$ cat config.mk
export PLATFORM = sky130hd
export DESIGN_NAME = game_state
export DESIGN_NICKNAME = d
export VERILOG_FILES = /design/src/rtl/game_state.sv
export SDC_FILE = /design/constraint.sdc
export NUM_CORES = 1
export LEC_CHECK = 0
export CAP_MARGIN = 15
export CORE_MARGIN = 2
export CORE_UTILIZATION = 55
export DETAILED_ROUTE_END_ITERATION = 6
export GPL_ROUTABILITY_DRIVEN = 0
export PLACE_DENSITY_LB_ADDON = 0.1
export SLEW_MARGIN = 0
export SYNTH_ARGS = -nofsm -noshare
export SYNTH_HDL_FRONTEND = slang
export SYNTH_SLANG_ARGS = --single-unit
$ cat constraint.sdc
create_clock -name clk -period 4.14 [get_ports clk]
set_input_delay 0.828 -clock clk [delete_from_list [all_inputs] [get_ports clk]]
set_output_delay 0.828 -clock clk [all_outputs]
set_load 0.02 [all_outputs]
$ cat src/rtl/game_state.sv
// Playfield state for the frame renderer: bird physics, scrolling tubes with
// LFSR-chosen gaps, collision detection and the per-bird crash/respawn FSM.
// All state advances on frame_tick, so outputs hold steady through active video.
module game_state #(
  parameter int SPEED          = 4,
  parameter int GRAVITY        = 1,
  parameter int MAX_FALL       = 12,
  parameter int FLAP_V         = 10,
  parameter int TUBE_SPACING   = 400,
  parameter int RESPAWN_FRAMES = 60
) (
  input  logic             clk,
  input  logic             rst_n,
  input  logic             frame_tick,
  input  logic             start,
  input  logic             flap1,
  input  logic             flap2,
  output logic [2:0][10:0] tube_x,
  output logic [2:0][10:0] gap_y,
  output logic [10:0]      bird1_y,
  output logic [10:0]      bird2_y,
  output logic             pending,
  output logic             pending_bird,
  output logic             running
);

  // Geometry shared with the renderer
  localparam int SCREEN_H = 768;
  localparam int BIRD_H   = 50;

  localparam logic [10:0]        SCREEN_W   = 11'd1024;
  localparam logic [10:0]        Y_MAX      = 11'(SCREEN_H - BIRD_H);
  localparam logic signed [11:0] Y_MAX_S    = 12'(SCREEN_H - BIRD_H);
  localparam logic [11:0]        TUBE_W     = 12'd120;
  localparam logic [11:0]        GAP_H      = 12'd250;
  localparam logic [11:0]        BIRD_W     = 12'd40;
  localparam logic [11:0]        BIRD_BOT   = 12'(BIRD_H - 1);
  localparam logic [11:0]        BIRD1_X    = 12'd180;
  localparam logic [11:0]        BIRD2_X    = 12'd260;
  localparam logic [10:0]        RESPAWN_Y  = 11'd300;
  localparam logic [10:0]        GAP_BASE   = 11'd60;
  localparam logic [10:0]        GAP_RESET  = 11'd200;

  localparam logic [10:0]        SPEED_W    = 11'(SPEED);
  localparam logic [10:0]        SPACING_W  = 11'(TUBE_SPACING);
  localparam logic signed [8:0]  GRAV9      = 9'(GRAVITY);
  localparam logic signed [8:0]  MAXF9      = 9'(MAX_FALL);
  localparam logic signed [7:0]  MAXF8      = 8'(MAX_FALL);
  localparam logic signed [7:0]  NEG_FLAP   = 8'(-FLAP_V);
  localparam logic [7:0]         RESP_LOAD  = 8'(RESPAWN_FRAMES);

  typedef enum logic [1:0] {
    IDLE    = 2'd0,
    RUN     = 2'd1,
    PENDING = 2'd2
  } state_t;

  state_t state, state_next;

  // Shared views of per-tube / per-bird registers
  logic [10:0] tx [3];
  logic [10:0] gy [3];
  logic [10:0] tx_dec [3];
  logic [2:0]  tube_wrap;
  logic [10:0] by [2];

  logic [15:0] lfsr;
  logic        lfsr_fb;
  logic [8:0]  lfsr_off;
  logic [10:0] gap_new;

  // Crash bookkeeping; a queued crash always belongs to the bird not pending
  logic        queued;
  logic [7:0]  cnt;
  logic        pending_next, pending_bird_next, queued_next, running_next;
  logic [7:0]  cnt_next;

  logic        active, tick, expire, crash_q;
  logic [1:0]  hidden, hit, flap_in;

  assign active  = (state != IDLE);
  assign tick    = frame_tick & active;
  assign flap_in = {flap2, flap1};
  assign expire  = tick && (state == PENDING) && (cnt == 8'd1);
  assign crash_q = queued | hit[~pending_bird];

  // ------------------------------------------------------------------ FSM

  // State and registered status outputs
  always_ff @(posedge clk or negedge rst_n) begin
    if (!rst_n) begin
      state        <= IDLE;
      pending      <= 1'b0;
      pending_bird <= 1'b0;
      queued       <= 1'b0;
      cnt          <= 8'd0;
      running      <= 1'b0;
    end else begin
      state        <= state_next;
      pending      <= pending_next;
      pending_bird <= pending_bird_next;
      queued       <= queued_next;
      cnt          <= cnt_next;
      running      <= running_next;
    end
  end

  // Next-state decode
  always_comb begin
    state_next = state;
    case (state)
      IDLE:    if (start) state_next = RUN;
      RUN:     if (|hit) state_next = PENDING;
      PENDING: if (expire && !crash_q) state_next = RUN;
      default: state_next = IDLE;
    endcase
  end

  // Crash/respawn status: bird 1 wins a simultaneous crash, the other is queued
  always_comb begin
    pending_next      = pending;
    pending_bird_next = pending_bird;
    queued_next       = queued;
    cnt_next          = cnt;
    running_next      = (state_next != IDLE);
    case (state)
      RUN: begin
        if (|hit) begin
          pending_next      = 1'b1;
          pending_bird_next = ~hit[0];
          queued_next       = &hit;
          cnt_next          = RESP_LOAD;
        end
      end
      PENDING: begin
        if (expire) begin
          queued_next = 1'b0;
          if (crash_q) begin
            pending_bird_next = ~pending_bird;
            cnt_next          = RESP_LOAD;
          end else begin
            pending_next = 1'b0;
            cnt_next     = 8'd0;
          end
        end else begin
          if (tick) cnt_next = cnt - 8'd1;
          if (hit[~pending_bird]) queued_next = 1'b1;
        end
      end
      default: ;
    endcase
  end

  // ---------------------------------------------------------------- tubes

  assign lfsr_fb  = lfsr[0] ^ lfsr[2] ^ lfsr[3] ^ lfsr[5];
  assign lfsr_off = lfsr[8:0];
  // Fold offsets 400..511 back by 256 so the gap stays inside 60..459
  assign gap_new  = GAP_BASE + ((lfsr_off >= 9'd400) ? {2'b00, lfsr_off - 9'd256}
                                                     : {2'b00, lfsr_off});

  // LFSR advances only when a tube respawns and consumes a gap value
  always_ff @(posedge clk or negedge rst_n) begin
    if (!rst_n) begin
      lfsr <= 16'hACE1;
    end else if (tick && (|tube_wrap)) begin
      lfsr <= {lfsr_fb, lfsr[15:1]};
    end
  end

  for (genvar gi = 0; gi < 3; gi++) begin : g_tube
    localparam logic [10:0] X_RESET = 11'(1024 + TUBE_SPACING * gi);
    localparam int          PREV    = (gi + 2) % 3;

    logic [10:0] x_reg;
    logic [10:0] g_reg;

    assign tx[gi]        = x_reg;
    assign gy[gi]        = g_reg;
    assign tx_dec[gi]    = x_reg - SPEED_W;
    assign tube_wrap[gi] = (x_reg < SPEED_W);
    assign tube_x[gi]    = x_reg;
    assign gap_y[gi]     = g_reg;

    // Scroll left; a tube leaving the left edge re-enters behind its predecessor
    always_ff @(posedge clk or negedge rst_n) begin
      if (!rst_n) begin
        x_reg <= X_RESET;
        g_reg <= GAP_RESET;
      end else if (tick) begin
        if (tube_wrap[gi]) begin
          x_reg <= tx_dec[PREV] + SPACING_W;
          g_reg <= gap_new;
        end else begin
          x_reg <= tx_dec[gi];
        end
      end
    end
  end

  // ---------------------------------------------------------------- birds

  for (genvar gi = 0; gi < 2; gi++) begin : g_bird
    localparam logic        IDX = 1'(gi);
    localparam logic [11:0] BX  = (gi == 0) ? BIRD1_X : BIRD2_X;

    logic [10:0]        y_reg;
    logic signed [7:0]  vel_reg;
    logic               latch_reg;
    logic               flap_eff;
    logic signed [8:0]  vel_inc;
    logic signed [7:0]  vel_calc;
    logic signed [11:0] y_sum;
    logic [10:0]        y_calc;
    logic               tube_hit;

    assign by[gi]     = y_reg;
    assign hidden[gi] = (pending && (pending_bird == IDX)) ||
                        (queued  && (pending_bird != IDX));
    assign flap_eff   = latch_reg | flap_in[gi];
    assign vel_inc    = {vel_reg[7], vel_reg} + GRAV9;
    assign vel_calc   = flap_eff ? NEG_FLAP : ((vel_inc > MAXF9) ? MAXF8 : vel_inc[7:0]);
    assign y_sum      = {1'b0, y_reg} + {{4{vel_calc[7]}}, vel_calc};
    assign y_calc     = (y_sum < 12'sd0) ? 11'd0 :
                        ((y_sum > Y_MAX_S) ? Y_MAX : y_sum[10:0]);

    // Overlap with any on-screen tube outside its gap
    always_comb begin
      tube_hit = 1'b0;
      for (int i = 0; i < 3; i++) begin
        if ((tx[i] < SCREEN_W) &&
            (BX + BIRD_W > {1'b0, tx[i]}) &&
            (BX < {1'b0, tx[i]} + TUBE_W) &&
            (({1'b0, by[gi]} < {1'b0, gy[i]}) ||
             ({1'b0, by[gi]} + BIRD_BOT > {1'b0, gy[i]} + GAP_H))) begin
          tube_hit = 1'b1;
        end
      end
    end

    assign hit[gi] = active && !hidden[gi] && ((y_reg == Y_MAX) || tube_hit);

    // Flap latch plus per-frame physics; hidden birds stay frozen
    always_ff @(posedge clk or negedge rst_n) begin
      if (!rst_n) begin
        y_reg     <= RESPAWN_Y;
        vel_reg   <= 8'sd0;
        latch_reg <= 1'b0;
      end else if (tick) begin
        latch_reg <= 1'b0;
        if (expire && (pending_bird == IDX)) begin
          y_reg   <= RESPAWN_Y;
          vel_reg <= 8'sd0;
        end else if (!hidden[gi]) begin
          y_reg   <= y_calc;
          vel_reg <= vel_calc;
        end
      end else if (flap_in[gi]) begin
        latch_reg <= 1'b1;
      end
    end
  end

  assign bird1_y = by[0];
  assign bird2_y = by[1];

endmodule

; ---- Word level (Yosys, flattened, before mapping)
; Index checks and enable logic that the tools add are counted.
[totals]
wordCells = 216
reg_bits = 136
output_inout_bits = 91
input_bits = 6
[op_classes]
bitwise_logic = 9
order_cmp = 38
n_eq_ne = 13
n_addsub = 21
n_reduce_logical = 63
mux = 53
[ops]
columns = operator, n
row1 = two-way mux 11 bit, 11
row2 = two-way mux 8 bit, 11
row3 = greater-than comparator 12 bit, 6
row4 = < comparator 11 bit, 6
row5 = "adder 11 x 7 -> 12 bit, second input constant", 3
row6 = "adder 11 x 8 -> 12 bit, second input constant", 3
row7 = "< comparator 8 x 12 -> 1 bit, first input constant", 3
row8 = "< comparator 9 x 12 -> 1 bit, first input constant", 3
row9 = "adder 11 x 9 -> 11 bit, second input constant", 3
row10 = "greater-than comparator 8 x 11 -> 1 bit, first input constant", 3
row11 = "greater-than comparator 9 x 11 -> 1 bit, first input constant", 3
row12 = "< comparator 11 bit, second input constant", 3
row13 = "< comparator 11 x 3 -> 1 bit, second input constant", 3
row14 = "subtractor 11 x 3 -> 11 bit, second input constant", 3
row15 = logical AND 1 bit, 32
row16 = adder 11 x 12 -> 12 bit, 2
row17 = "adder 11 x 6 -> 12 bit, second input constant", 2
row18 = "greater-than comparator 12 x 11 -> 1 bit, second input constant", 2
row19 = "< comparator 12 x 1 -> 1 bit, second input constant", 2
row20 = "== test 11 x 10 -> 1 bit, second input constant", 2
row21 = two-way mux 1 bit, 21
row22 = "adder 8 x 2 -> 9 bit, second input constant", 2
row23 = "greater-than comparator 9 x 5 -> 1 bit, second input constant", 2
row24 = case mux 8 bit (2 select lines), 1
row25 = other kinds (30), 65

; ---- Longest topological paths before layout
; Gate-level depths: netlist (run 1).
[logic_depth]
depth_word = 17
depth_mapped = 22

; ---- Least setup slack after synthesis (run 1)
; Ideal clock, no wire load.
[synth_timing]
path_kind = flip-flop to flip-flop
start = register g_bird[0].vel_reg[0]
end = register g_bird[0].y_reg[5], in the netlist bird1_y[5]
setup_ps = 62
n_path_buf = 1
required_time_ps = 4078
stages_incl_launch_ff = 23
t_arrival_ps = 4197
setup_slack_ps = -120
cell_sequence = dfrtp_1 -> ha_1 -> and2_1 -> clkbuf_1 -> nor2_1 -> nor2_1 -> nor3_1 -> o21ai_0 -> a21boi_0 -> nand2b_1 -> nor2_1 -> ha_1 -> fa_1 -> a21o_1 -> a21oi_1 -> o21bai_1 -> a21o_1 -> a21o_1 -> a21oi_1 -> xnor2_1 -> nand2_1 -> a21oi_1 -> a221o_1
[synth_between]
elab_chain_cells = 10
elab_cells_between_ends = 11
[synth_rtl]
columns = item, line_no
row1 = start: declaration, 208  ; logic signed [7:0] vel_reg;
row2 = start signal: assignment, 256  ; vel_reg <= vel_calc;
row3 = adder 8 x 2 -> 9 bit *, 221  ; assign vel_inc = {vel_reg[7], vel_reg} + GRAV9;
row4 = greater-than comparator 9 x 5 -> 1 bit, 222  ; assign vel_calc = flap_eff ? NEG_FLAP : ((vel_inc > MAXF9) ? MAXF8 : vel_inc[7:0]);
row5 = two-way mux 8 bit * (2 in a row), 222
row6 = adder 11 x 12 -> 12 bit *, 223  ; assign y_sum = {1'b0, y_reg} + {{4{vel_calc[7]}}, vel_calc};
row7 = greater-than comparator 12 x 11 -> 1 bit, 225  ; ((y_sum > Y_MAX_S) ? Y_MAX : y_sum[10:0]);
row8 = two-way mux 11 bit, 225
row9 = two-way mux 11 bit *, 224  ; assign y_calc = (y_sum < 12'sd0) ? 11'd0 :
row10 = two-way mux 11 bit *, 254  ; end else if (!hidden[gi]) begin
row11 = two-way mux 11 bit *, 251  ; if (expire && (pending_bird == IDX)) begin
row12 = end signal: assignment, 255  ; y_reg <= y_calc;
row13 = end: declaration, 207  ; logic [10:0] y_reg;
; Mark *: on every way between the ends. The rest lies on a longest branch, timed or not. The select of a mux whose other input is x is not followed.
; A chain may end at the register's enable or synchronous reset.

; ---- Final worst setup path (run 1)
[layout_timing]
start = register g_bird[1].vel_reg[1]
end = register g_bird[1].y_reg[2], in the netlist bird2_y[2]
[layout_between]
elab_chain_cells = 10
elab_cells_between_ends = 11
[layout_rtl]
columns = item, line_no
row1 = start: declaration, 208
row2 = start signal: assignment, 256
row3 = adder 8 x 2 -> 9 bit *, 221
row4 = greater-than comparator 9 x 5 -> 1 bit, 222
row5 = two-way mux 8 bit * (2 in a row), 222
row6 = adder 11 x 12 -> 12 bit *, 223
row7 = greater-than comparator 12 x 11 -> 1 bit, 225
row8 = two-way mux 11 bit, 225
row9 = two-way mux 11 bit *, 224
row10 = two-way mux 11 bit *, 254
row11 = two-way mux 11 bit *, 251
row12 = end signal: assignment, 255
row13 = end: declaration, 207
; Marked as above.

==> results.txt, run 1 <==
The run finished with clean final reports. Global routing used 31.9% of the available tracks. The static power due to leakage is 7.17 nW. Setup repair after global routing could not meet its margin everywhere.

The final routed wirelength across all metal layers is 38.9 mm. Traced cell by cell, the critical path runs through ha_4 -> and4_4 -> or4_4 -> a21o_4 -> nand2_2 -> nand2_2 -> ha_4 -> a21o_1 -> a22o_1 -> and3_1 -> a21oi_2 -> nand3_2 -> or3_4 -> a221oi_4 -> o31a_4 -> o21ai_4 -> a31o_2. The number of antenna cells inserted came out at 0. The final count of hold timing violations came out at 0.

The shortest clock period the worst path allows after layout came out at 4.13 ns. The final max-slew violation count is 0. The max capacitance violation total came out at 0. Headroom to the max-slew limit came out at 37.9%. The post-synthesis sequential area ratio came out at 26.2%. The clock-pin transition on the worst setup and hold timing paths is 0.07 ns. Dividing the detail-routed via count by the number of cells gives 6.11. The number of warnings issued by yosys came out at 0. The arrival time of data at the critical path endpoint is 4.48 ns. The worst setup path is of the flip-flop to flip-flop kind.

STA classifies the critical path endpoint as a flip-flop. STA classifies the critical path startpoint as a flip-flop. The number of non-filler instances in the completed layout came out at 2034.

The critical path required time came out at 4.49 ns. The worst setup slack after layout is 0.0139 ns. The per-instance average area after synthesis is 8.55 µm². The initialized floorplan defines 55 standard-cell rows.

The maximum number of pins on one net before global-route repair came out at 98. The setup TNS is 0 ns. The pre-CTS worst setup slack came out at -0.225 ns. The count of flip-flops with a built-in enable after synthesis is 0. The portion of the clock cycle consumed by the worst path in the final layout is 99.7%. In this run, placement finished with an instance count of 1986. Derived from the worst setup path, the maximum achievable clock frequency is 242 MHz. The number of global-route vias before repair came out at 11924. The region available for standard cell placement spans 22800 µm². The width of the die came out at 157 µm. In this run the clock root is driven by a sky130_fd_sc_hd__clkbuf_16. The initial antenna violation count came out at 0. The flip-flop count of the largest register after layout is 33. The final-report setup violation count came out at 0. Of all flip-flops after synthesis, the portion carrying an async set or reset was 100%. The number of search-and-repair iterations in the first detailed-routing pass came out at 6. Synthesis handed over a netlist of 1504 instances. The net count of the finished layout is 1909. The die footprint came out at 24600 µm². The critical path contains buffers and inverters numbering 0 combined. The total vias in the final route is 12420. The average wire per cell in the routed design came out at 19.1 µm. Summed over all nets, the half-perimeter wirelength after detailed placement is 29.2 mm. For this run, the leading register cell type out of synthesis is sky130_fd_sc_hd__dfrtp_1.

Of all nets on the critical path, the largest fanout is 7. The first-pass GRT wire length came out at 62.1 mm. In this run, synthesis produced a sequential element count of 133. The final core utilization is 70.8%. The proportion of layout cells with a drive suffix above 1 is 19.9%. The power per unit of standard cell area is 931 nW/µm².

The kind of cell adding the most delay to the critical path is simple AND/OR/NAND/NOR gates. The total overflow left after global routing is 0. The post-route worst hold slack came out at 0.456 ns. The effective utilization at floorplan came out at 56.5%.

The path class of the tightest hold or removal check is input pin to async pin. The clock passes through at most 2 buffers. The synthesis-to-layout area growth is 25.3%.

The post-synthesis instance area came out at 12900 µm². After the first detailed-routing iteration, the DRC count stood at 973. TritonCTS built the clock tree.

The peak supply drop is 0.000437 V. The total CTS buffers came out at 17. At the pin with the least slew margin, the transition time is 0.931 ns.

The worst clock skew came out at 0.0163 ns. The number of port buffers is 93. The number of sinks handled by clock tree synthesis came out at 133. Clock latency on the worst-skew pair, taken at its later pin, is 0.43 ns.

The height of the die came out at 157 µm. The post-detailed-route count of antenna-violating nets is 0. The count of distinct cell types in the synthesized netlist came out at 89. The largest stage delay on the critical path is 0.55 ns. The cell with the largest stage delay on the worst path is sky130_fd_sc_hd__or4_4. During I/O placement, the number of pins put on the boundary was 97. The detailed-route DRC error count came out at 0. The level count of the clock H-tree is 4.
-- final cells by class --
type                    count  area (µm²)
flip-flops and latches    133        3370
clock inverters            15         191
well taps                 313         392
clock buffers              17         425
repair buffers            239        2060
inverters                  78         293
fillers                  1782        6650
multi-input cells        1239        9390
-- power breakdown --
part / internal [W] / total [W] / switching [W] / leakage, nW
Clock: 0.000966 / 0.00165 / 0.000683 / 0.303
Sequential: 0.00185 / 0.00270 / 0.000850 / 1.59
Combinational: 0.00482 / 0.0107 / 0.00584 / 5.27
Total: 0.00764 / 0.0150 / 0.00738 / 7.17
-- per-layer routing --
| layer | wire length, µm | track usage [%] | up-vias | share of wire, % |
|---|---|---|---|---|
| li1 | - | - | 5890 | - |
| met5 | 0 | 0 | - | 0 |
| met3 | 2930 | 5.59 | 72 | 7.5 |
| met4 | 828 | 9.17 | 0 | 2.1 |
| met2 | 17800 | 51.0 | 502 | 46 |
| met1 | 17300 | 44.4 | 5956 | 45 |
-- repair_timing --
item                                    in CTS  in global routing
gates cloned                                 0                  1
hold buffers                                 0                  0
gates resized for setup                     20                 87
endpoints found under the setup margin      18                 34
setup buffers                                2                 14
endpoints found under the hold margin        0                  0
pin swaps                                    4                 50
-- cell usage in the layout, fill, tap and decap left out, drive strengths merged, types with 14 or more instances in the layout --
cell and n:
xor2 34, clkbuf 17, buf 147, nand2 155, clkdlybuf4s50 92, nand2b 22, xnor2 69, nand4 18
a21oi 81, o211ai 15, nand3 42, nor2 110, ha 193, inv 85, a21o 27, a211oi 17
dfstp 34, nor2b 24, o21a 14, a31oi 18, nor3 44, dfrtp 99, o21ai 116, mux2 28
-- stage by stage --
| stage | area (µm²) | power [W] |
|---|---|---|
| finish | 16100 | 0.0150 |
| global route | 16100 | 0.0162 |
| detailed placement | 14900 | 0.0123 |
| CTS | 15600 | 0.0142 |
| global placement | 14900 | 0.0120 |
| floorplan | 12900 | 0.00890 |
-- cells by family after synthesis --
logic type / synth area share (%)
AND/OR/NAND/NOR: 19.0
AO/OA/AOI/OAI: 21.1
adder cells (fa/ha/maj): 19.2
buffers and inverters: 4.14
flip-flops: 26.2
XOR/XNOR: 7.19
multiplexers: 3.15
other: 0.0291
-- final timing paths --
kind | start | to | slack [ns] | depth (start not counted)
worst max-delay path | g_bird[1].vel_reg[1]$_DFFE_PN0P_ | bird2_y[2]$_DFFE_PN1P_ | 0.01 | 17
worst min register to register | lfsr[12]$_DFFE_PN0P_ | lfsr[12]$_DFFE_PN0P_ | 0.51 | 1
worst max register to register | g_bird[1].vel_reg[1]$_DFFE_PN0P_ | bird2_y[2]$_DFFE_PN1P_ | 0.01 | 17
worst min-delay path | rst_n | lfsr[12]$_DFFE_PN0P_ | 0.46 | 1
min in group clk | lfsr[12]$_DFFE_PN0P_ | lfsr[12]$_DFFE_PN0P_ | 0.51 | 1
max in group asynchronous | rst_n | lfsr[6]$_DFFE_PN1P_ | 2.73 | 2
-- synthesized netlist by cell type, types with 26 or more instances --
library cell               count  area [µm²]
sky130_fd_sc_hd__a21o_1       26         195
sky130_fd_sc_hd__a21oi_1      81         405
sky130_fd_sc_hd__clkbuf_1     45         169
sky130_fd_sc_hd__dfrtp_1      99        2480
sky130_fd_sc_hd__dfstp_2      34         893
sky130_fd_sc_hd__ha_1        193        2410
sky130_fd_sc_hd__inv_1        78         293
sky130_fd_sc_hd__mux2_2       28         315
sky130_fd_sc_hd__nand2_1     155         582
sky130_fd_sc_hd__nand3_1      41         205
sky130_fd_sc_hd__nor2_1      110         413
sky130_fd_sc_hd__nor3_1       40         200
sky130_fd_sc_hd__o21ai_0     111         556
sky130_fd_sc_hd__xnor2_1      69         604
sky130_fd_sc_hd__xor2_1       34         298
Power figures use the tool's default switching activity.
==> inputs of run 2 (changes only) <==
ABC_AREA = 1   (was unset)
==> run 2 against run 1 <==
Net effect: sequential share of layout area up 1.7 points; cell area fell by 7.7%; area after synthesis decreased by 1.1%; die area down 1.1%; synthesized cell count rose by 14%; clock-buffer cell count rose by 3; worst setup slack improved by 0.043 ns; first-iteration DRC count down 4.2%.
==> results.txt, run 2 <==
The post-synthesis instance area was 12700 µm² (-1.1%). The width of the die is 156 µm (-0.56%). In the layout the commonest cells are sky130_fd_sc_hd__nand2_1 (347), sky130_fd_sc_hd__inv_1 (230), sky130_fd_sc_hd__ha_1 (190), sky130_fd_sc_hd__o21ai_0 (125), sky130_fd_sc_hd__nor2_1 (119). The largest stage delay on the critical path is 0.39 ns (-0.16 ns).

The number of rows created at floorplan is 55 (unchanged). The pin slew with the least headroom to its limit is 0.827 ns (-0.104 ns). The height of the die is 156 µm (-0.56%). The worst register-to-register path begins at g_bird[0].vel_reg[1]$_DFFE_PN0P_. The number of sinks handled by clock tree synthesis came out at 133 (unchanged). The clock-pin transition on the worst setup and hold timing paths is 0.06 ns (about the same). The number of storage elements in the synthesis netlist is 133 (unchanged). The flip-flop count of the largest register after layout was 33 (unchanged).

STA classifies the critical path endpoint as a flip-flop. The number of placed instances, taps included came out at 2101 (+5.8%). The average wire per cell in the routed design is 17.2 µm (-10%). The power per unit of standard cell area came to 796 nW/µm² (-15%). The multiplexer share of the synthesized area is 0.708% (-2.4 points). The number of port buffers is 93 (unchanged). The maximum number of pins on one net before global-route repair came out at 83 (-15%). The detailed-route DRC error count came out at 0 (unchanged).

The most common cell after layout, fill and taps aside is sky130_fd_sc_hd__nand2_1. The arrival time of data at the critical path endpoint is 4.39 ns (-0.09 ns). Yosys attributes the largest share of cell area to sky130_fd_sc_hd__dfrtp_1 (19%), sky130_fd_sc_hd__ha_1 (19%), sky130_fd_sc_hd__nand2_1 (10%). The buffer type at the clock tree root is sky130_fd_sc_hd__clkbuf_16.

TritonCTS built the clock tree. The post-detailed-route count of antenna-violating nets came out at 0 (unchanged). The critical path starts at g_bird[0].vel_reg[1]$_DFFE_PN0P_.

The post-synthesis sequential area ratio came out at 26.5% (+0.30 points). The total CTS buffers came out at 17 (unchanged). The top-level port count is 97 (unchanged). The post-synthesis xor/xnor area fraction is 5.99% (-1.2 points). The number of antenna cells inserted came to 0 (unchanged). The number of global-route vias before repair was 11351 (-4.8%). The synthesis-to-layout area growth came out at 17.1%.

In the synthesized netlist the dominant register cell turns out to be sky130_fd_sc_hd__dfrtp_1. The number of cells produced by synthesis is 1722 (+14%). The post-layout total power came to 0.0118 W (-21%).

The peak supply drop came to 0.000372 V (-15%). After synthesis, the largest family of logic cells by area is simple AND/OR/NAND/NOR gates. The first-pass GRT wire length came to 58.9 mm (-5.2%). The number of search-and-repair iterations in the first detailed-routing pass is 5 (-1). The final count of hold timing violations came to 0 (unchanged). The shortest clock period the worst path allows after layout came out at 4.08 ns (-0.0428 ns). The final routed wirelength across all metal layers was 36.9 mm (-5.2%). The final-report setup violation count came out at 0 (unchanged). The critical path required time came out at 4.45 ns (-0.04 ns). The static power due to leakage is 7.44 nW (+3.8%). The vias per cell is 5.67 (-7.1%). For this design, the slowest cell found on the critical path is sky130_fd_sc_hd__dfrtp_1.

The proportion of layout cells with a drive suffix above 1 came out at 10.8% (-9.1 points). The headroom to the max-slew limit came out at 44.9% (+6.9 points). The biggest fanout along the worst timing path came out at 5 (-2). The area of the placeable core came out at 22600 µm² (-0.60%).

The simple-gate share of the synthesized area is 23.9% (+5.0 points). STA classifies the critical path startpoint as a flip-flop. Setup repair after global routing could not meet its margin everywhere. The synthesized design spends more area on one cell type than any other, namely sky130_fd_sc_hd__dfrtp_1.

The initial antenna violation count is 0 (unchanged). The run finished with clean final reports. The worst reg-to-reg setup slack came out at 0.06 ns (+0.04 ns). The overall fraction of global-route tracks in use is 30.8% (-1.2 points). The die footprint is 24400 µm² (-1.1%).

The fraction of the mapped netlist area in compound gates came out at 15.5% (-5.6 points). The share of the synthesized area in the top cell type came out at 19.5% (+0.22 points). The total vias in the final route came out at 12145 (-2.2%). The most common cell type on the critical path is sky130_fd_sc_hd__nand2_2.

The per-instance average area after synthesis is 7.39 µm² (-14%). The worst clock skew came out at 0.0135 ns (-0.00278 ns). The count of flip-flops with a built-in enable after synthesis was 0 (unchanged). The detailed placement HPWL came out at 28.6 mm (-2.0%). The worst hold path belongs to the class input pin to async pin. The effective utilization at floorplan was 56.2% (-0.31 points). By instance count, the leading cell after synthesis is sky130_fd_sc_hd__nand2_1. The level count of the clock H-tree is 4 (unchanged).

The max capacitance violation total is 0 (unchanged). The maximum buffer depth of the clock tree is 2 (unchanged). The number of nets at the end of the flow is 2045 (+7.1%). The count of distinct cell types in the synthesized netlist is 60 (-33%). The total congestion overflow was 0 (unchanged). The final max-slew violation count came to 0 (unchanged). By count the netlist is led by sky130_fd_sc_hd__nand2_1 (353), sky130_fd_sc_hd__inv_1 (235), sky130_fd_sc_hd__ha_1 (193). The number of non-filler instances in the completed layout came out at 2142 (+5.3%). The maximum clock frequency came out at 245 MHz (+1.0%). The adder-cell share of the synthesized area came out at 19.3% (+0.066 points). The number of warnings issued by yosys is 0 (unchanged).

The number of DRC markers in iteration 0 is 932 (-4.2%). The async set-or-reset flop fraction in the synthesized netlist is 100% (unchanged). The latest clock arrival within the worst-skew pair is 0.43 ns (about the same). The portion of the clock cycle consumed by the worst path in the final layout is 98.6% (-1.0 points).

The critical path in this run is classified as flip-flop to flip-flop.
-- run 2: cell count changes in the layout (fill, tap and decap cells not counted), moves of 14 or more --
cell	previous run	this run
sky130_fd_sc_hd__mux2_2	28	8
sky130_fd_sc_hd__nor2b_1	22	0
sky130_fd_sc_hd__nand3_1	40	91
sky130_fd_sc_hd__nand2b_1	21	0
sky130_fd_sc_hd__o21ai_0	101	125
sky130_fd_sc_hd__a21oi_1	72	101
sky130_fd_sc_hd__nand4_1	18	33
sky130_fd_sc_hd__xor2_1	33	69
sky130_fd_sc_hd__nand2_1	148	347
sky130_fd_sc_hd__xnor2_1	65	15
sky130_fd_sc_hd__nor2_1	105	119
sky130_fd_sc_hd__buf_4	137	30
sky130_fd_sc_hd__inv_1	77	230
sky130_fd_sc_hd__a21o_1	26	6
-- run 2: cells by family after synthesis --
kind of cell	after synthesis
compound gates	342
xor+xnor	87
fa+ha+maj	195
buf+inv	266
flops	133
mux	8
other cells	1
simple gates	690
-- run 2: cell type report --
class                      instances  area, µm²
multi-input combinational       1325       8490
fill                            1994       7750
sequential                       133       3370
timing repair buffer             126       1190
inverter                         241        905
clock buffer                      20        447
tap                              285        357
clock inverter                    12        130
-- run 2: per-stage QoR --
| stage | area (µm²) | setup TNS (ns) | hold WS (ns) | utilization, % | worst slack, ns |
|---|---|---|---|---|---|
| 4_1_cts | 14700 | 0 | 0.493 | 64.7 | 0.00187 |
| 5_1_grt | 14900 | -2.07 | 0.510 | 65.8 | -0.248 |
| 3_3_place_gp | 14100 | 0 | 0.484 | 62.2 | 0.0711 |
| 3_5_place_dp | 14100 | -0.161 | 0.491 | 62.2 | -0.0818 |
| 2_1_floorplan | 12700 | 0 | 0.468 | - | 0.236 |
| 6_report | 14900 | 0 | 0.425 | 65.8 | 0.0567 |
-- run 2: critical path, delay by kind of cell, from the launching register on --
kind	cells	cell delay (ns)
xor gates and xnor gates	1	0.14
and+or+nand+nor	13	1.26
adders and majority gates	2	0.37
AOI/OAI and AO/OA	7	1.15
DFF	1	0.39
buffers and inverters	6	0.66
-- run 2: what timing repair did --
action	CTS	global route
endpoints found under the setup margin	6	23
pin swaps	1	17
buffers inserted	0	9
cloned	0	0
hold buffers	0	0
gates resized for setup	2	47
-- run 2: path summary, 6_finish.rpt --
| path | endpoint | cells past startpoint |
|---|---|---|
| min in group clk | lfsr[15]$_DFFE_PN1P_ | 2 |
| worst min-delay path | g_tube[0].x_reg[6]$_DFFE_PN0P_ | 1 |
| max in group asynchronous | bird2_y[8]$_DFFE_PN1P_ | 2 |
| worst max register to register | bird1_y[1]$_DFFE_PN0P_ | 29 |
| worst min register to register | lfsr[15]$_DFFE_PN1P_ | 2 |
| worst max-delay path | bird1_y[1]$_DFFE_PN0P_ | 29 |
-- run 2: where the power goes --
group | switching (W) | internal, W
Sequential | 0.000670 | 0.00176
Combinational | 0.00480 | 0.00308
Clock | 0.000621 | 0.000903
Total | 0.00609 | 0.00575
-- run 2: layer usage --
layer  global-route usage, %  share of wire, %  vias up  wire, µm
li1                        -                 -     6020         -
met1                    41.3                45     5639     16400
met2                    50.6                46      401     17100
met3                    4.08               5.6       85      2070
met4                    11.7               3.4        0      1250
met5                       0                 0        -         0
==> inputs of run 3 (changes only) <==
CELL_PAD_IN_SITES_DETAIL_PLACEMENT = 1   (was unset)
CELL_PAD_IN_SITES_GLOBAL_PLACEMENT = 2   (was unset)
CORE_UTILIZATION = 32   (was 55)
==> run 3 against run 2 <==
Net effect: sequential power is 3% lower; worst setup slack better by 0.085 ns; cell area rose by 4.8%; clock skew is 0.0042 ns lower; power is 6.6% higher; clock power up 11%; die area up 70%; register-to-register slack better by 0.09 ns; worst hold slack worse by 0.013 ns; critical endpoint is now bird1_y[2]$_DFFE_PN1P_.
==> results.txt, run 3 (synthesis results as in run 2) <==
The peak supply drop came out at 0.000381 V (+2.4%). The kind of cell adding the most delay to the critical path is compound AO/OA/AOI/OAI gates. The level count of the clock H-tree came out at 4 (unchanged). The latest clock arrival within the worst-skew pair came out at 0.46 ns (+0.03 ns). The width of the die is 203 µm (+30%). The kind of path behind the tightest hold check is input pin to async pin. The height of the die came out at 203 µm (+30%).

The overall fraction of global-route tracks in use is 22.8% (-7.9 points). The flip-flop count of the largest register after layout came out at 33 (unchanged). The power per unit of standard cell area is 809 nW/µm² (+1.7%).

The cts-stage hold buffer count is 0 (unchanged). The type of destination of the critical path is a flip-flop. The number of sinks handled by clock tree synthesis is 133 (unchanged). The shortest clock period the worst path allows after layout is 4.00 ns (-0.0853 ns). The final max-slew violation count is 0 (unchanged). The effective utilization at floorplan came out at 32.2% (-24 points). The detailed-route DRC error count is 0 (unchanged).

The worst path buffer plus inverter count came out at 5 (-1). The destination of the critical timing path is bird1_y[2]$_DFFE_PN1P_. The final standard cell area without fillers came out at 15600 µm² (+4.8%). The number of non-filler instances in the completed layout was 2426 (+13%). Tracing the worst setup path back leads to its startpoint at g_bird[0].vel_reg[1]$_DFFE_PN0P_.

The instance count on the critical path came to 26 (-10%). The synthesis-to-layout area growth is 22.7%. The worst setup slack after layout came out at 0.142 ns (+0.0853 ns).

The first-pass GRT wire length is 72.5 mm (+23%). The final routed wirelength across all metal layers came to 46.4 mm (+26%). The arrival time of data at the critical path endpoint came out at 4.40 ns (about the same). The number of rows created at floorplan came to 73 (+33%). The number of placed instances, taps included is 2384 (+13%). The portion of the clock cycle consumed by the worst path in the final layout came out at 96.6% (-2.1 points). Setup repair after global routing could not meet its margin everywhere. The final count of hold timing violations came out at 0 (unchanged). Leaving out fill and tap cells, the most frequent cell in the layout is sky130_fd_sc_hd__nand2_1. The area of the placeable core is 39500 µm² (+74%). The number of port buffers came out at 93 (unchanged). The setup TNS came out at 0 ns (unchanged). The proportion of layout cells with a drive suffix above 1 is 13.1% (+2.3 points). The area of placed instances is 14700 µm² (+4.6%). The largest stage delay on the critical path came out at 0.38 ns (about the same). The worst reg-to-reg setup slack is 0.14 ns (+0.09 ns). The top-level port count came out at 97 (unchanged). The maximum number of pins on one net before global-route repair came out at 74 (-11%).

The critical path is of the flip-flop to flip-flop type. The post-detailed-route count of antenna-violating nets came to 0 (unchanged). The number of global-route vias before repair is 12626 (+11%). CTS placed an instance of sky130_fd_sc_hd__clkbuf_16 at the clock tree root. In this design, the critical path's most frequently occurring cell is sky130_fd_sc_hd__nand2_2. The pin slew with the least headroom to its limit is 0.888 ns (+0.0613 ns).

The flow ran to the end, and the final reports show no timing, DRC or antenna violations. The vias per cell is 5.03 (-11%). The slowest stage of the critical path belongs to the cell sky130_fd_sc_hd__dfrtp_1. The number of DRC markers in iteration 0 is 398 (-57%). The total vias in the final route came to 12205 (+0.49%). The static power due to leakage is 7.68 nW (+3.2%).

The average wire per cell in the routed design was 19.1 µm (+11%). STA classifies the critical path startpoint as a flip-flop. In this run the critical register-to-register path is launched from g_bird[0].vel_reg[1]$_DFFE_PN0P_. In this run the critical register-to-register path is captured at bird1_y[2]$_DFFE_PN1P_.

The detailed placement HPWL is 37.5 mm (+31%). The number of antenna cells inserted is 0 (unchanged). The total congestion overflow is 0 (unchanged).

The biggest fanout along the worst timing path is 5 (unchanged). The die footprint came out at 41400 µm² (+70%). The maximum clock frequency came to 250 MHz (+2.1%). The clock-pin transition on the worst setup and hold timing paths came to 0.07 ns (about the same). The headroom to the max-slew limit came out at 40.3% (-4.6 points). The maximum buffer depth of the clock tree came out at 2 (unchanged). The initial antenna violation count came out at 0 (unchanged). The total CTS buffers came out at 17 (unchanged). The library cells used most frequently in the layout, excluding fill and tap cells, are sky130_fd_sc_hd__nand2_1 (347), sky130_fd_sc_hd__inv_1 (230), sky130_fd_sc_hd__ha_1 (189), sky130_fd_sc_hd__o21ai_0 (122), sky130_fd_sc_hd__nor2_1 (120). The max capacitance violation total is 0 (unchanged). The worst clock skew came out at 0.00932 ns (-0.00418 ns). TritonCTS built the clock tree.

The critical path required time is 4.54 ns (+0.09 ns). The final core utilization was 39.5% (-26 points). The final-report setup violation count came out at 0 (unchanged).

The number of search-and-repair iterations in the first detailed-routing pass is 4 (-1). The number of nets at the end of the flow came to 2089 (+2.2%). The pre-CTS worst setup slack is -0.115 ns (-0.0329 ns).

The worst-case reg-to-reg path depth came out at 26 (-10%).
-- run 3: cell count changes in the layout (fill, tap and decap cells not counted), moves of 3 or more --
cell | previous run | this run
sky130_fd_sc_hd__buf_4 | 30 | 74
sky130_fd_sc_hd__clkinv_2 | 4 | 1
sky130_fd_sc_hd__o21ai_0 | 125 | 122
sky130_fd_sc_hd__o21ai_1 | 13 | 16
-- run 3: area by class of cell --
class / count / area (µm²)
Fill cell: 4918 / 23900
Multi-Input combinational cell: 1325 / 8510
Sequential cell: 133 / 3370
Timing Repair Buffer: 170 / 1540
Inverter: 241 / 905
Tap cell: 525 / 657
Clock buffer: 19 / 453
Clock inverter: 13 / 170
-- run 3: timing repair --
item / in CTS / in global routing
pin swaps: 2 / 24
endpoints found under the setup margin: 7 / 12
resized for setup: 7 / 46
setup buffers: 1 / 9
hold endpoints to repair: 0 / 0
-- run 3: stage by stage --
| stage | hold WS (ns) | power [W] |
|---|---|---|
| after floorplan | 0.468 | 0.00757 |
| after global placement | 0.482 | 0.0104 |
| after detailed placement | 0.489 | 0.0106 |
| after CTS | 0.433 | 0.0125 |
| after global routing | 0.459 | 0.0139 |
| final | 0.412 | 0.0126 |
-- run 3: power breakdown --
part           internal, W  leakage, nW  switching, W
registers          0.00176         1.54      0.000598
logic              0.00335         5.84       0.00522
clock network     0.000988        0.297      0.000701
-- run 3: worst min-delay path by stage --
| stage | startpoint | to | slack (ns) | cells past startpoint |
|---|---|---|---|---|
| 2_1_floorplan | lfsr[15]$_DFFE_PN1P_ | lfsr[15]$_DFFE_PN1P_ | 0.47 | 2 |
| 3_3_place_gp | lfsr[15]$_DFFE_PN1P_ | lfsr[15]$_DFFE_PN1P_ | 0.48 | 2 |
| 3_5_place_dp | lfsr[15]$_DFFE_PN1P_ | lfsr[15]$_DFFE_PN1P_ | 0.49 | 2 |
| 4_1_cts | rst_n | g_tube[0].x_reg[8]$_DFFE_PN0P_ | 0.43 | 1 |
| 5_1_grt | rst_n | g_tube[0].x_reg[8]$_DFFE_PN0P_ | 0.46 | 1 |
| 6_report | rst_n | g_tube[0].x_reg[8]$_DFFE_PN0P_ | 0.41 | 1 |
-- run 3: routing by layer --
metal  track usage (%)  wire, µm  vias up
li1                  -         -     6098
met1              30.6     22400     5936
met2              39.2     22400      133
met3              2.84       947       38
met4              5.34       736        0
met5                 0         0        -
-- run 3: worst register-to-register path: stages (launching register included) --
cell                       delay [ns]
sky130_fd_sc_hd__dfrtp_1         0.38
sky130_fd_sc_hd__ha_2            0.20
sky130_fd_sc_hd__buf_4           0.13
sky130_fd_sc_hd__xor2_1          0.27
sky130_fd_sc_hd__nor3b_2         0.31
sky130_fd_sc_hd__nor3_4          0.07
sky130_fd_sc_hd__a31o_2          0.27
sky130_fd_sc_hd__buf_6           0.13
sky130_fd_sc_hd__a21oi_4         0.15
sky130_fd_sc_hd__inv_2           0.08
sky130_fd_sc_hd__ha_4            0.27
sky130_fd_sc_hd__nand3_2         0.06
sky130_fd_sc_hd__nand2_2         0.09
sky130_fd_sc_hd__a21oi_2         0.06
sky130_fd_sc_hd__o21bai_2        0.16
sky130_fd_sc_hd__nand3_1         0.11
sky130_fd_sc_hd__nand2_2         0.08
sky130_fd_sc_hd__nand3_2         0.06
sky130_fd_sc_hd__nand2_2         0.08
sky130_fd_sc_hd__buf_4           0.10
sky130_fd_sc_hd__xor2_1          0.17
sky130_fd_sc_hd__o21ai_1         0.12
sky130_fd_sc_hd__nand2_2         0.15
sky130_fd_sc_hd__buf_4           0.13
sky130_fd_sc_hd__nor2_1          0.03
sky130_fd_sc_hd__o21bai_1        0.15
sky130_fd_sc_hd__o21a_1          0.14
